<file path="config.mk">
export PLATFORM = sky130hd
export DESIGN_NAME = glitch_clk_ctrl
export DESIGN_NICKNAME = d
export VERILOG_FILES = /design/src/rtl/glitch_pkg.sv /design/src/rtl/glitch_down_counter.sv /design/src/rtl/glitch_clk_ctrl.sv
export SDC_FILE = /design/constraint.sdc
export NUM_CORES = 1
export LEC_CHECK = 0
export ABC_AREA = 0
export ABC_CLOCK_PERIOD_IN_PS = 4490
export CAP_MARGIN = 20
export CORE_UTILIZATION = 55
export DETAILED_ROUTE_END_ITERATION = 16
export PLACE_DENSITY = 0.85
export SYNTH_ARGS = -nofsm -noshare
export SYNTH_HDL_FRONTEND = slang
export SYNTH_HIERARCHICAL = 1
export SYNTH_SLANG_ARGS = --single-unit
</file>
<file path="constraint.sdc">
create_clock -name clk -period 4.49 [get_ports clk]
set_input_delay 0.898 -clock clk [delete_from_list [all_inputs] [get_ports clk]]
set_output_delay 0.898 -clock clk [all_outputs]
set_load 0.01 [all_outputs]
</file>
<file path="src/rtl/glitch_pkg.sv">
// Shared types and default widths for the clock-glitch controller.
package glitch_pkg;
    localparam int CNT_W = 16;
    localparam int REP_W = 8;

    typedef enum logic [2:0] {
        S_IDLE,
        S_ARMED,
        S_DELAY,
        S_GLITCH,
        S_GAP
    } glitch_state_e;
endpackage

</file>
<file path="src/rtl/glitch_down_counter.sv">
// Loadable down-counter that saturates at zero; term_o flags the last count.
module glitch_down_counter #(
    parameter int W = 16
) (
    input  logic         clk,
    input  logic         rst_n,
    input  logic         load_i,
    input  logic [W-1:0] load_val_i,
    input  logic         dec_i,
    output logic [W-1:0] cnt_o,
    output logic         term_o
);
    logic [W-1:0] cnt_q, cnt_d;

    always_comb begin
        cnt_d = cnt_q;
        if (load_i)
            cnt_d = load_val_i;
        else if (dec_i && cnt_q != '0)
            cnt_d = cnt_q - 1'b1;
    end

    always_ff @(posedge clk or negedge rst_n) begin
        if (!rst_n) cnt_q <= '0;
        else        cnt_q <= cnt_d;
    end

    assign cnt_o  = cnt_q;
    assign term_o = (cnt_q <= W'(1));
endmodule

</file>
<file path="src/rtl/glitch_clk_ctrl.sv">
// Trigger-driven clock-glitch controller: removes whole clk pulses at a
// programmed offset after a trigger rising edge.
module glitch_clk_ctrl #(
    parameter int CNT_W = 16,
    parameter int REP_W = 8
) (
    input  logic             clk,
    input  logic             rst_n,
    input  logic             arm_i,
    input  logic             abort_i,
    input  logic             trigger_i,
    input  logic [CNT_W-1:0] cfg_delay_i,
    input  logic [CNT_W-1:0] cfg_width_i,
    input  logic [CNT_W-1:0] cfg_gap_i,
    input  logic [REP_W-1:0] cfg_repeat_i,
    output logic             armed_o,
    output logic             busy_o,
    output logic             done_o,
    output logic             glitch_active_o,
    output logic             clk_glitch_o
);
    import glitch_pkg::*;

    glitch_state_e    state_q, state_d;
    logic             trig_q, done_q, done_d, mask_q, cfg_load;
    logic [CNT_W-1:0] delay_q, width_q, gap_q;
    logic [REP_W-1:0] repeat_q;
    logic [CNT_W-1:0] width_eff, dg_val, dg_cnt, w_cnt;
    logic [REP_W-1:0] repeat_eff, r_cnt;
    logic             dg_load, dg_dec, dg_term;
    logic             w_load, w_dec, w_term;
    logic             r_load, r_dec, r_term;
    logic             trig_rise;

    assign width_eff  = (width_q  == '0) ? CNT_W'(1) : width_q;
    assign repeat_eff = (repeat_q == '0) ? REP_W'(1) : repeat_q;
    assign trig_rise  = trigger_i & ~trig_q;

    always_comb begin
        state_d  = state_q;
        cfg_load = 1'b0;
        done_d   = 1'b0;
        dg_load  = 1'b0;
        dg_val   = delay_q;
        dg_dec   = 1'b0;
        w_load   = 1'b0;
        w_dec    = 1'b0;
        r_load   = 1'b0;
        r_dec    = 1'b0;
        if (abort_i) begin
            state_d = S_IDLE;
        end else begin
            case (state_q)
                S_IDLE: if (arm_i) begin
                    cfg_load = 1'b1;
                    state_d  = S_ARMED;
                end
                S_ARMED: if (trig_rise) begin
                    r_load = 1'b1;
                    if (delay_q == '0) begin
                        w_load  = 1'b1;
                        state_d = S_GLITCH;
                    end else begin
                        dg_load = 1'b1;
                        state_d = S_DELAY;
                    end
                end
                S_DELAY, S_GAP: begin
                    if (dg_term) begin
                        w_load  = 1'b1;
                        state_d = S_GLITCH;
                    end else begin
                        dg_dec = 1'b1;
                    end
                end
                S_GLITCH: begin
                    if (!w_term) begin
                        w_dec = 1'b1;
                    end else if (r_term) begin
                        done_d  = 1'b1;
                        state_d = S_IDLE;
                    end else begin
                        r_dec = 1'b1;
                        // zero gap chains windows back to back
                        if (gap_q == '0) begin
                            w_load  = 1'b1;
                            state_d = S_GLITCH;
                        end else begin
                            dg_load = 1'b1;
                            dg_val  = gap_q;
                            state_d = S_GAP;
                        end
                    end
                end
                default: state_d = S_IDLE;
            endcase
        end
    end

    always_ff @(posedge clk or negedge rst_n) begin
        if (!rst_n) begin
            state_q  <= S_IDLE;
            trig_q   <= 1'b0;
            done_q   <= 1'b0;
            delay_q  <= '0;
            width_q  <= '0;
            gap_q    <= '0;
            repeat_q <= '0;
        end else begin
            state_q <= state_d;
            trig_q  <= trigger_i;
            done_q  <= done_d;
            if (cfg_load) begin
                delay_q  <= cfg_delay_i;
                width_q  <= cfg_width_i;
                gap_q    <= cfg_gap_i;
                repeat_q <= cfg_repeat_i;
            end
        end
    end

    glitch_down_counter #(.W(CNT_W)) u_dg_cnt (
        .clk(clk), .rst_n(rst_n), .load_i(dg_load), .load_val_i(dg_val),
        .dec_i(dg_dec), .cnt_o(dg_cnt), .term_o(dg_term)
    );

    glitch_down_counter #(.W(CNT_W)) u_w_cnt (
        .clk(clk), .rst_n(rst_n), .load_i(w_load), .load_val_i(width_eff),
        .dec_i(w_dec), .cnt_o(w_cnt), .term_o(w_term)
    );

    glitch_down_counter #(.W(REP_W)) u_r_cnt (
        .clk(clk), .rst_n(rst_n), .load_i(r_load), .load_val_i(repeat_eff),
        .dec_i(r_dec), .cnt_o(r_cnt), .term_o(r_term)
    );

    assign armed_o         = (state_q == S_ARMED);
    assign busy_o          = (state_q == S_DELAY) || (state_q == S_GLITCH) || (state_q == S_GAP);
    assign glitch_active_o = (state_q == S_GLITCH);
    assign done_o          = done_q;

    // Mask changes only while clk is low, so no partial high phase escapes.
    always_ff @(negedge clk or negedge rst_n) begin
        if (!rst_n) mask_q <= 1'b0;
        else        mask_q <= glitch_active_o;
    end

    assign clk_glitch_o = clk & ~mask_q;
endmodule

</file>
==> results of run 1 <==
-- cell usage in the layout (no fill, tap or decap), types with 3 or more instances in the layout --
cell type and n:
a211o_1 5, a21oi_1 14, a2bb2oi_1 6, a31o_2 3
a31oi_1 12, a41o_1 3, and2_1 3, buf_4 8
clkbuf_8 13, clkdlybuf4s50_1 63, dfrtp_1 101, ha_1 7
inv_1 18, mux2_2 35, mux2_4 40, nand2_1 24
nand2b_1 6, nand3_1 14, nand3b_1 3, nand4_1 8
nor2_1 33, nor2b_1 7, nor3_1 15, nor3b_1 3
nor4_1 21, o211ai_1 7, o21ai_0 14, o31a_1 4
o31ai_1 9, o41ai_1 3, or2_2 3, or3_1 7
or4_1 13, or4b_1 4, xnor2_1 3
-- metal layers --
layer | up-vias | track usage | wire, microns
li1 | 2088 | - | -
met1 | 2212 | 0.3445 | 5763
met2 | 146 | 0.4144 | 6476
met3 | 26 | 0.07895 | 713
met4 | 0 | 0.1092 | 321
met5 | - | 0 | 0
-- cell families after synthesis --
logic type | after synthesis
xor+xnor | 5
buf+inv | 68
mux | 76
fa+ha+maj | 7
flops | 102
simple gates | 181
compound gates | 101
-- metrics by stage --
step / power (mW) / area [sq um] / hold slack (ps) / std cells
finish: 3.765 / 6660 / 252.9 / 718
global placement: 2.999 / 6401 / 504.8 / 698
global route: 4.002 / 6660 / 252.1 / 718
floorplan: 2.734 / 5774 / 481.2 / 540
CTS: 3.758 / 6640 / 254.4 / 717
detailed placement: 3.096 / 6401 / 523.6 / 698
-- synth_stat cells (all sizes together), types with 5 or more instances --
master	number
nand2	24
o31ai	9
clkbuf	36
a31oi	12
or4b	5
buf	14
nor2b	7
nand2b	6
nor2	33
ha	7
nor3	15
or4	17
nor4	21
or3	8
inv	18
o211ai	7
dfrtp	101
o21ai	14
nand4	8
a21oi	14
a211o	5
nand3	14
mux2	75
a2bb2oi	6
-- state kept, by name, indices dropped and copies added (netlist names), 3 cells and up --
register	count
delay_q	16
gap_q	16
u_dg_cnt/cnt_o	16
u_w_cnt/cnt_o	16
width_q	16
repeat_q	8
u_r_cnt/cnt_o	8
state_q	3
-- cell type report --
type | count | area share
timing repair buffer | 72 | 0.1067
clock buffer | 15 | 0.02874
clock inverter | 5 | 0.008642
tap | 136 | 0.02555
multi-input combinational | 370 | 0.4370
inverter | 18 | 0.01014
sequential | 102 | 0.3832
-- power groups by stage --
stage          Sequential, mW  Clock (mW)  Combinational, mW
3_5_place_dp             1.75      0.0298               1.32
3_3_place_gp             1.72      0.0298               1.25
6_report                 1.74       0.687               1.34
4_1_cts                  1.73       0.702               1.33
5_1_grt                  1.80       0.743               1.46
2_1_floorplan            1.57      0.0123               1.15
-- path summary, 6_finish.rpt --
check	start	to	slack, ps	cells after the start
max in group asynchronous	rst_n	mask_q$_DFF_NN0_	1850	1
hold / removal	rst_n	width_q[12]$_DFFE_PN0P_	250	1
hold reg to reg	repeat_q[3]$_DFFE_PN0P_	repeat_q[3]$_DFFE_PN0P_	540	1
setup reg to reg	u_r_cnt/cnt_o[3]$_DFFE_PN0P_	u_w_cnt/cnt_o[10]$_DFFE_PN0P_	920	9
setup / recovery	mask_q$_DFF_NN0_	clk_glitch_o	170	2
min in group clk	repeat_q[3]$_DFFE_PN0P_	repeat_q[3]$_DFFE_PN0P_	540	1
==> flow_metrics.tcl, run 1 <==
set metrics [dict create \
    outcome "completed" \
    dieArea_sq_mm 0.01091 \
    startpoint_type "flop" \
    die_w_microns 104.5 \
    grt_pass1_wl_microns 22510 \
    power_switching_mw 1.335 \
    ys_types 65 \
    rsz0062_at_grt "false" \
    yosysTopAreaCellShare 0.4377 \
    setup-tns-final_ps 0 \
    yosys_warnings 6 \
    crit_family "flip-flops" \
    seq_area_frac_synth 0.4420 \
    dr.pass1.iters 5 \
    synthArstFlopShare 1.000 \
    hold_viol 0 \
    arrival_ps 3430 \
    yosys.area_share.adder 0.01517 \
    start_util 0.5644 \
    synth-xor-area-share 0.007584 \
    clkPwrFrac 0.182 \
    dpl.hpwl_microns 9476 \
    clock_latency_ps 500 \
    worstMarginPinSlew_ps 981.3 \
    gr-total-overflow 0 \
    critPathSlowestCell "dfrtn_1" \
    vias 4472 \
    place_ws_ps 420.3 \
    nNetsFinal 645 \
    yosysTopAreaCell "dfrtp_1" \
    slew_violations 0 \
    ant_nets 0 \
    powerDensity_mw_per_mm2 565.2 \
    synthTopCellsByArea "dfrtp_1 44%, mux2_4 10%, mux2_2 6.8%" \
    tritoncts "done" \
    routed_wl_microns 13280 \
    p_seq_frac 0.463 \
    synth_nets 608 \
    drive_gt1_frac 0.2027 \
    ys.flop_type "dfrtp_1" \
    ios 66 \
    p_int_mw 2.429 \
    syn_to_final_growth_pct 15.34 \
    clkSlewWorstSetupHoldPaths_ps 100 \
    antenna_found_initial 0 \
    ir_worst_vdd_mv 0.2867 \
    rows 37 \
    fin_ws_ps 166.9 \
    die_y_microns 104.5 \
    gp_congestion 0.9344 \
    hold_path.class "in2async" \
    cpPeakStageDelay_ps 390 \
    port_buffers 65 \
    setup_viol 0 \
    cts_resized 1 \
    synth_compound_area_frac 0.1255 \
    end_kind "output pin" \
    maxCapViolations 0 \
    fin_skew_ps 21.29 \
    cts_setup_buffers 0 \
    critPathBufInv 1 \
    worstPathMaxFanout 1 \
    grt_max_degree 85 \
    synth-edff-count 0 \
    wl_per_cell_microns 18.49 \
    path_cells "nor2b_1 > dlygate4sd2_1" \
    track_usage 0.2655 \
    p_leak_nw 2.803 \
    synth_simple_gate_area_share 0.1807 \
    antenna_cells 0 \
    avgSynthCellArea_sq_um 10.69 \
    hold_buffers 0 \
    coreArea_sq_mm 0.01023 \
    drc 0 \
    pwr-share-comb 0.355 \
    synth_top_family_by_area "simple AND/OR/NAND/NOR gates" \
    nFillCells 792 \
    grt_pass1_vias 4506 \
    synth_mux_area_frac 0.1740 \
    ys_ff_latch 102 \
    synth_area_sq_mm 0.005774 \
    path_class "reg2out" \
    multi_input_area_sq_mm 0.002910 \
    p_sw_frac 0.3547 \
    final-seq-area_sq_mm 0.002552 \
    worstPathRequired_ps 3590 \
    syn_inst 540 \
    slew_headroom 0.3458 \
    final_util 0.6510 \
    drt_iter0_markers 436 \
    vias_per_cell 6.228 \
]
(Power assumes the default switching activity.)
==> inputs of run 2 (changes only) <==
--- a/config.mk
+++ b/config.mk
@@ -8,7 +8,9 @@
 export ABC_AREA = 0
 export ABC_CLOCK_PERIOD_IN_PS = 4490
 export CAP_MARGIN = 20
+export CORE_MARGIN = 5
 export CORE_UTILIZATION = 55
+export CTS_CLUSTER_DIAMETER = 30
 export DETAILED_ROUTE_END_ITERATION = 16
 export PLACE_DENSITY = 0.85
 export SYNTH_ARGS = -nofsm -noshare
==> run 2 against run 1 <==
  * Non-clock buffer count decreased by 1
  * Die area increased by 16%
  * Sequential share of layout area increased by 0.20 points
  * Combinational power about the same
==> flow_metrics.tcl, run 2 (same netlist as run 1, synthesis figures left out) <==
set metrics [dict create \
    outcome "completed" \
    slew_violations 0 \
    drt_iter0_markers 308 \
    clkSlewWorstSetupHoldPaths_ps 100 \
    rows 37 \
    port_buffers 65 \
    syn_to_final_growth_pct 14.76 \
    coreArea_sq_mm 0.01028 \
    worstPathMaxFanout 1 \
    arrival_ps 3410 \
    wl_per_cell_microns 19.23 \
    powerDensity_mw_per_mm2 564.9 \
    critPathSlowestCell "dfrtn_1" \
    clkPwrFrac 0.172 \
    ir_worst_vdd_mv 0.2630 \
    gp_congestion 0.9119 \
    worst_hold_slack_ps 381.9 \
    p_leak_nw 2.783 \
    end_kind "output pin" \
    hold_buffers 0 \
    rsz0062_at_grt "false" \
    maxCapViolations 0 \
    gr-total-overflow 0 \
    layout_commonest_cell "dfrtp_1" \
    final_cell_mix "101 x dfrtp_1, 63 x clkdlybuf4s50_1, 40 x mux2_4" \
    power_switching_mw 1.357 \
    ant_nets 0 \
    worstPathRequired_ps 3590 \
    setup-tns-final_ps 0 \
    slew_headroom 0.3505 \
    ios 66 \
    start_util 0.5618 \
    drive_gt1_frac 0.2014 \
    crit_family "flip-flops" \
    vias_per_cell 6.400 \
    critPathBufInv 1 \
    fin_ws_ps 178.3 \
    drc 0 \
    dpl.hpwl_microns 9777 \
    dieArea_sq_mm 0.01265 \
    worstMarginPinSlew_ps 974.2 \
    setup_viol 0 \
    clock_latency_ps 490 \
    antenna_found_initial 0 \
    place_ws_ps 418.2 \
    path_cells "nor2b_1 > dlygate4sd2_1" \
    cpPeakStageDelay_ps 390 \
    routed_wl_microns 13790 \
    p_int_mw 2.387 \
    startpoint_type "flop" \
    grt_max_degree 65 \
    p_sw_frac 0.3624 \
    grt_pass1_vias 4627 \
    hold_path.class "in2async" \
    track_usage 0.2226 \
    p_seq_frac 0.470 \
    antenna_cells 0 \
    die_y_microns 112.5 \
    tritoncts "done" \
    fin_skew_ps 16.26 \
    vias 4589 \
    path_class "reg2out" \
    grt_pass1_wl_microns 22610 \
    hold_viol 0 \
    pwr-share-comb 0.358 \
    total_power_mw 3.743 \
    dr.pass1.iters 5 \
    nNetsFinal 644 \
    die_w_microns 112.5 \
]
[run 2: cell types whose count changed in the layout (fill, tap and decap cells not counted)]
cell,delta
clkinvlp_4,+1
buf_12,-1
clkbuf_8,+1
bufinv_16,-1
clkinv_2,-1
[run 2: worst reg2reg max path, cell delays in order (launching register included)]
cell and delay (ps):
dfrtp_1 430, nor4_1 760, nand4_1 170, nor2_1 340, nand2_1 160, nor2_1 360
or4b_1 610, or4_1 500, a31oi_1 170
[run 2: metal layers]
metal,vias to the layer above,share of wire,GRT usage
li1,2076,-,-
met1,2268,0.42,0.2817
met2,202,0.49,0.3623
met3,43,0.066,0.06739
met4,0,0.028,0.08093
met5,-,0,0
[run 2: through the flow]
stage	area (sq um)	instances	util
after detailed placement	6401	698	0.6228
after CTS	6626	717	0.6448
final	6626	717	0.6448
after global routing	6626	717	0.6448
after floorplan	5774	540	-
after global placement	6401	698	0.6228
[run 2: cell type report]
type | count | area, sq um
repair buffers | 71 | 690.7
fillers | 797 | 3651
flip-flops and latches | 102 | 2552
multi-input cells | 370 | 2910
clock buffers | 16 | 205.2
clock inverters | 4 | 30.03
inverters | 18 | 67.56
well taps | 136 | 170.2
[run 2: power groups by stage]
stage / combinational (mW) / sequential [mW] / clock, mW
after floorplan: 1.15 / 1.57 / 0.0123
after global placement: 1.26 / 1.73 / 0.0298
after detailed placement: 1.32 / 1.76 / 0.0298
after CTS: 1.33 / 1.74 / 0.660
after global routing: 1.46 / 1.81 / 0.700
final: 1.34 / 1.76 / 0.645
[run 2: repair_timing]
action | 4_1_cts | 5_1_grt
setup endpoints to repair | 2 | 0
setup buffers | 0 | 0
resized for setup | 1 | 0
[run 2: path summary, 6_finish.rpt]
kind	slack, ps	startpoint	cells past startpoint	endpoint
worst min-delay path	380	rst_n	1	u_dg_cnt/cnt_o[3]$_DFFE_PN0P_
min in group clk	530	repeat_q[0]$_DFFE_PN0P_	1	repeat_q[0]$_DFFE_PN0P_
worst min register to register	530	repeat_q[0]$_DFFE_PN0P_	1	repeat_q[0]$_DFFE_PN0P_
max in group asynchronous	1590	rst_n	1	mask_q$_DFF_NN0_
worst max register to register	920	u_w_cnt/cnt_o[11]$_DFFE_PN0P_	8	u_r_cnt/cnt_o[7]$_DFFE_PN0P_
worst max-delay path	180	mask_q$_DFF_NN0_	2	clk_glitch_o
